[src/rtl/pll_seq_pkg.sv]
// Shared state encoding, default timing constants and timer sizing for the
// PLL lock sequencer.
package pll_seq_pkg;

  typedef enum logic [2:0] {
    PLL_RST   = 3'b000,
    WAIT_LOCK = 3'b001,
    STABLE    = 3'b010,
    RUN       = 3'b011,
    FAULT     = 3'b100
  } pll_state_t;

  localparam int unsigned DEF_RST_CYCLES    = 16;
  localparam int unsigned DEF_LOCK_TIMEOUT  = 4096;
  localparam int unsigned DEF_STABLE_CYCLES = 256;
  localparam int unsigned DEF_MAX_RETRIES   = 3;
  localparam int unsigned DEF_LOSS_W        = 8;
  localparam int unsigned DEF_GLITCH_CYCLES = 4;

  // The timer only ever counts up to (period - 1), so clog2 of the largest period suffices.
  function automatic int unsigned timer_w(input int unsigned a,
                                          input int unsigned b,
                                          input int unsigned c);
    int unsigned m;
    m = (a > b) ? a : b;
    m = (m > c) ? m : c;
    return (m > 1) ? int'($clog2(m)) : 1;
  endfunction

endpackage

[src/rtl/pll_lock_sequencer_lock_sync.sv]
// Two-flop synchronizer for the asynchronous PLL LOCK, plus the lock-low filter.
// Filter is active only when LOCK_GLITCH_FILTER_EN is defined.
module lock_sync #(
  parameter int unsigned GLITCH_CYCLES = 4
) (
  input  logic clk,
  input  logic rst,
  input  logic pll_lock,
  output logic lock_s,
  output logic lock_lost
);

`ifdef LOCK_GLITCH_FILTER_EN
  localparam bit FILTER_ON = 1'b1;
`else
  localparam bit FILTER_ON = 1'b0;
`endif

  localparam int unsigned GW = (GLITCH_CYCLES > 1) ? $clog2(GLITCH_CYCLES) : 1;
  localparam logic [GW-1:0] LOW_LAST = GW'((GLITCH_CYCLES > 0) ? GLITCH_CYCLES - 1 : 0);

  logic          r_meta;
  logic          r_sync;
  logic [GW-1:0] r_low_cnt;

  always_ff @(posedge clk) begin
    if (rst) begin
      r_meta <= 1'b0;
      r_sync <= 1'b0;
    end else begin
      r_meta <= pll_lock;
      r_sync <= r_meta;
    end
  end

  // Counts consecutive low cycles of the synchronized lock; saturates at the filter length.
  always_ff @(posedge clk) begin
    if (rst || r_sync) begin
      r_low_cnt <= '0;
    end else if (r_low_cnt != LOW_LAST) begin
      r_low_cnt <= r_low_cnt + 1'b1;
    end
  end

  assign lock_s    = r_sync;
  assign lock_lost = FILTER_ON ? (~r_sync & (r_low_cnt == LOW_LAST)) : ~r_sync;

endmodule

[src/rtl/pll_lock_sequencer.sv]
// PLL RESETB / lock-wait / stability sequencer producing the design-wide core reset.
// Optional lock-loss glitch filter: define LOCK_GLITCH_FILTER_EN.
module pll_lock_sequencer
  import pll_seq_pkg::*;
#(
  parameter int unsigned RST_CYCLES    = DEF_RST_CYCLES,
  parameter int unsigned LOCK_TIMEOUT  = DEF_LOCK_TIMEOUT,
  parameter int unsigned STABLE_CYCLES = DEF_STABLE_CYCLES,
  parameter int unsigned MAX_RETRIES   = DEF_MAX_RETRIES,
  parameter int unsigned LOSS_W        = DEF_LOSS_W,
  parameter int unsigned GLITCH_CYCLES = DEF_GLITCH_CYCLES
) (
  input  logic              clk,
  input  logic              rst,
  input  logic              pll_lock,
  input  logic              restart,
  output logic              pll_resetb,
  output logic              core_rst,
  output logic              ready,
  output logic              fault,
  output logic [1:0]        retry_cnt,
  output logic [LOSS_W-1:0] loss_cnt,
  output logic [2:0]        state
);

  localparam int unsigned TW = timer_w(RST_CYCLES, LOCK_TIMEOUT, STABLE_CYCLES);
  localparam logic [TW-1:0] RST_LAST    = TW'(RST_CYCLES - 1);
  localparam logic [TW-1:0] TIMEOUT_LAST = TW'(LOCK_TIMEOUT - 1);
  localparam logic [TW-1:0] STABLE_LAST = TW'(STABLE_CYCLES - 1);
  localparam logic [1:0]    RETRY_MAX   = 2'(MAX_RETRIES);

  pll_state_t        r_state;
  pll_state_t        w_next_state;
  logic [TW-1:0]     r_timer;
  logic [1:0]        r_retry_cnt;
  logic [LOSS_W-1:0] r_loss_cnt;
  logic              w_lock_s;
  logic              w_lock_lost;

  lock_sync #(
    .GLITCH_CYCLES(GLITCH_CYCLES)
  ) u_lock_sync (
    .clk      (clk),
    .rst      (rst),
    .pll_lock (pll_lock),
    .lock_s   (w_lock_s),
    .lock_lost(w_lock_lost)
  );

  always_ff @(posedge clk) begin
    if (rst) begin
      r_state <= PLL_RST;
    end else begin
      r_state <= w_next_state;
    end
  end

  always_comb begin
    w_next_state = r_state;
    case (r_state)
      PLL_RST: begin
        if (r_timer == RST_LAST) w_next_state = WAIT_LOCK;
      end
      WAIT_LOCK: begin
        if (w_lock_s) begin
          w_next_state = STABLE;
        end else if (r_timer == TIMEOUT_LAST) begin
          w_next_state = (r_retry_cnt == RETRY_MAX) ? FAULT : PLL_RST;
        end
      end
      STABLE: begin
        if (!w_lock_s) begin
          w_next_state = WAIT_LOCK;
        end else if (r_timer == STABLE_LAST) begin
          w_next_state = RUN;
        end
      end
      RUN: begin
        if (w_lock_lost) w_next_state = PLL_RST;
      end
      FAULT:   w_next_state = FAULT;
      default: w_next_state = PLL_RST;
    endcase
    if (restart) w_next_state = PLL_RST;
  end

  always_comb begin
    pll_resetb = !((r_state == PLL_RST) || (r_state == FAULT));
    core_rst   = (r_state != RUN);
    ready      = (r_state == RUN);
    fault      = (r_state == FAULT);
    state      = r_state;
  end

  // restart clears the timer even when already in PLL_RST, so the hold period restarts.
  always_ff @(posedge clk) begin
    if (rst) begin
      r_timer     <= '0;
      r_retry_cnt <= '0;
      r_loss_cnt  <= '0;
    end else begin
      if (restart || (w_next_state != r_state)) begin
        r_timer <= '0;
      end else if ((r_state == PLL_RST) || (r_state == WAIT_LOCK) || (r_state == STABLE)) begin
        r_timer <= r_timer + 1'b1;
      end

      if (restart) begin
        r_retry_cnt <= '0;
      end else if ((r_state == WAIT_LOCK) && (w_next_state == PLL_RST)) begin
        r_retry_cnt <= r_retry_cnt + 2'd1;
      end else if ((r_state == STABLE) && (w_next_state == RUN)) begin
        r_retry_cnt <= '0;
      end

      if (!restart && (r_state == RUN) && w_lock_lost && (r_loss_cnt != '1)) begin
        r_loss_cnt <= r_loss_cnt + 1'b1;
      end
    end
  end

  assign retry_cnt = r_retry_cnt;
  assign loss_cnt  = r_loss_cnt;

endmodule

[config.mk]
export PLATFORM = sky130hd
export DESIGN_NAME = pll_lock_sequencer
export DESIGN_NICKNAME = d
export VERILOG_FILES = /design/src/rtl/pll_seq_pkg.sv /design/src/rtl/pll_lock_sequencer_lock_sync.sv /design/src/rtl/pll_lock_sequencer.sv
export SDC_FILE = /design/constraint.sdc
export NUM_CORES = 1
export LEC_CHECK = 0
export ABC_AREA = 1
export BUFFER_PORTS_ARGS = -buffer_cell sky130_fd_sc_hd__buf_2
export CAP_MARGIN = 20
export CORE_UTILIZATION = 50
export CTS_CLUSTER_SIZE = 25
export DETAILED_ROUTE_END_ITERATION = 6
export PLACE_DENSITY = 0.8
export SYNTH_ARGS = -nofsm -noshare
export SYNTH_HDL_FRONTEND = slang
export SYNTH_HIERARCHICAL = 1
export SYNTH_SLANG_ARGS = --single-unit
[constraint.sdc]
create_clock -name clk -period 1.55 [get_ports clk]
set_clock_uncertainty 0.15 [all_clocks]
set_input_delay 0.155 -clock clk [delete_from_list [all_inputs] [get_ports clk]]
set_output_delay 0.155 -clock clk [all_outputs]
set_load 0.005 [all_outputs]
==> summary.md <==
| Metric | Value |
|---|---|
| Status | finished with violations |
| Failing checks | setup timing |
| Total CTS buffers | 3 |
| Worst EP required | 1.68 ns |
| Post-synth top cells | 36 x nand2_1, 35 x nor2_1, 27 x dfxtp_1 |
| Count of final setup violators | 27 |
| GP Congestion | 0.918 |
| GR Overflow Total | 0 |
| Setup Crit Path Kind | flip-flop to flip-flop |
| Largest cells by area after synthesis | dfxtp_1 37%, nand2_1 9.2%, nor2_1 8.9% |
| # H-tree levels | 1 |
| Core Footprint | 2780 sq um |
| VDD IR max | 0.705 mV |
| CP top delay family | simple AND/OR/NAND/NOR gates |
| Avg Vias per Cell | 5.80 |
| Placed insts | 303 |
| Die area | 3160 sq um |
| Area leader, netlist | dfxtp_1 |
| Final hold vios | 0 |
| Count of boundary I/O pins | 21 |
| Syn_area_per_cell | 7.13 sq um |
| Antenna-violating nets left | 0 |
| TritonCTS clock tree | yes |
| Total GRT Usage | 29.8% |
| Max Fclk | 536 MHz |
| CTS max path bufs | 2 |
| Worst-path clk slew | 0.17 ns |
| Post-DP HPWL | 2700 microns |
| DRC viols | 0 |
| Syn Inst Count | 206 |
| Die H | 56.2 microns |
| Max-cap viol count | 0 |
| Drt pass-1 iters | 4 |
| Root Buffer | clkbuf_4 |
| Register bit count reported by yosys | 27 |
| Layout area overhead | 57.3% |
| Crit-path max cell delay | 0.43 ns |
| Largest net degree at the start of global routing | 16 |
| Fin Setup TNS | -5.63 ns |
| Synthesized area | 1470 sq um |
| Most numerous cell in the Yosys netlist | nand2_1 |
| Worst-path cell chain | nand2_4 > nor2_4 > nand2_2 > o21ai_2 > nand2_2 > nand2_2 > nand3_4 > nor2_4 > nand3_4 > buf_6 > nor2_2 |
| Fin crit period | 1.87 ns |
| Routed WL per cell | 18.7 microns |
| Most used cell, CP | nand2_2 |
| Post-synthesis sequential area ratio | 36.8% |
| Count of flip-flops with a built-in enable after synthesis | 0 |
| Vias in the first global route | 1671 |
| Clock latency on the worst-skew pair | 0.34 ns |
| DRT Wirelength | 5940 microns |
| Worst Setup Slack, final | -0.316 ns |
| Crit end category | flip-flop |
| Crit path launch type | flip-flop |
| Global-route wire length before repair | 7400 microns |
| Ys async rst share | 0% |
| Nets | 295 |
| Ant diodes | 0 |
| Cell Rows | 19 |
| Hold Crit Class | primary input to flip-flop |
| Crit path DAT | 2.00 ns |
| Syn nets | 213 |
| Worst slew pin tran | 0.347 ns |
| Die Wd | 56.2 microns |
| PwrDens | 485 nW/um^2 |
| Initial DRC Count | 105 |
| Synth warn | 6 |
| Slowest cell on crit path | dfxtp_4 |
| CP Buf/Inv Count | 1 |
| RSZ-0062 raised after global routing | yes |
| Max-slew headroom | 76.7% |
| Leakage | 1.03 nW |
| Worst Path Max Fanout | 5 |
| Tcrit/Tclk final | 120% |
| Via count | 1843 |
| Share of cells above drive strength 1 | 53.7% |
| Non-filler cells, final | 318 |
| Starting Density | 52.8% |
| Initial antenna violation count | 0 |
| Ys flop type | dfxtp_1 |
| Final Max Tran Viols | 0 |
| Synth top area share | 36.8% |
| Number of distinct library cells after synthesis | 24 |
| Clk sink count | 27 |
| Port-buffer cells | 20 |
## path summary, 6_finish.rpt
check                             to  depth (start not counted)                from  slack, ns
setup / recovery          r_timer[6]                         11            state[1]      -0.32
hold / removal           loss_cnt[4]                          4                 rst       0.06
setup reg to reg          r_timer[6]                         11            state[1]      -0.32
hold reg to reg   u_lock_sync/lock_s                          2  u_lock_sync/r_meta       0.31
## worst reg2reg max path, delay by kind of cell (launching register included)
family                 cells  cell delay [ns]
buffers and inverters      1             0.16
AO/OA/AOI/OAI              1             0.10
flip-flops                 1             0.43
AND/OR/NAND/NOR            9             0.98
## state kept, by name (all words and copies together) (netlist names)
signal              flops
loss_cnt                8
r_timer                12
retry_cnt               2
state                   3
u_lock_sync/lock_s      1
u_lock_sync/r_meta      1
## timing repair
action | 4_1_cts | 5_1_grt
hold endpoints to repair | 6 | 0
buffers inserted | 5 | 3
pin swaps | 19 | 11
resized for setup | 26 | 43
endpoints found under the setup margin | 24 | 26
hold buffers | 3 | 0
## cell usage in the layout, fill, tap and decap left out, drive strengths merged
master / n
clkbuf: 3
nand2: 45
dlygate4sd3: 3
inv: 24
a21oi: 8
nand3: 19
dfxtp: 27
or2: 1
xor2: 10
o21ai: 7
xnor2: 2
nand4: 2
ha: 3
nor2: 49
nand3b: 1
nor3: 6
clkinv: 2
buf: 75
## logic make-up (layout without fill, tap and decap cells)
family                   Yosys count  in the layout  share of synthesized area [%]
AND/OR/NAND/NOR                  123            123                           41.0
flip-flops                        27             27                           36.8
buffers and inverters             26            107                           7.15
AO/OA/AOI/OAI                     15             15                           5.37
XOR/XNOR                          12             12                           7.15
adder cells (fa/ha/maj)            3              3                           2.56
## metrics by stage
step | setup slack [ns] | instance area [sq um] | power, mW | hold WS (ns) | utilization, %
2_1_floorplan | -0.0843 | 1490 | 0.748 | 0.0700 | -
3_3_place_gp | -0.165 | 1970 | 0.768 | 0.204 | 71.0
3_5_place_dp | -0.218 | 1970 | 0.770 | 0.211 | 71.0
4_1_cts | -0.185 | 2140 | 1.07 | 0.0227 | 76.9
5_1_grt | -0.357 | 2310 | 1.14 | 0.0700 | 83.1
6_report | -0.316 | 2310 | 1.12 | 0.0567 | 83.1
## per-layer routing
layer | global-route usage, % | routed length (microns) | up-vias
met5 | 0 | 0 | -
met4 | 9.41 | 470 | 0
met3 | 3.95 | 477 | 49
met2 | 55.3 | 2840 | 140
met1 | 35.3 | 2150 | 845
li1 | - | - | 809
## power by group
group | internal, mW | switching [mW] | total [mW]
sequential | 0.694 | 0.00597 | 0.700
combinational | 0.0336 | 0.0460 | 0.0795
clock | 0.0971 | 0.244 | 0.341
## layout make-up
class,instances,area (sq um)
clock inverters,1,5.00
clock buffers,3,22.5
repair buffers,78,561
flip-flops and latches,27,566
inverters,25,96.3
multi-input cells,153,1020
well taps,31,38.8
fillers,132,470
Note: power is estimated with default switching activity, not from simulation.
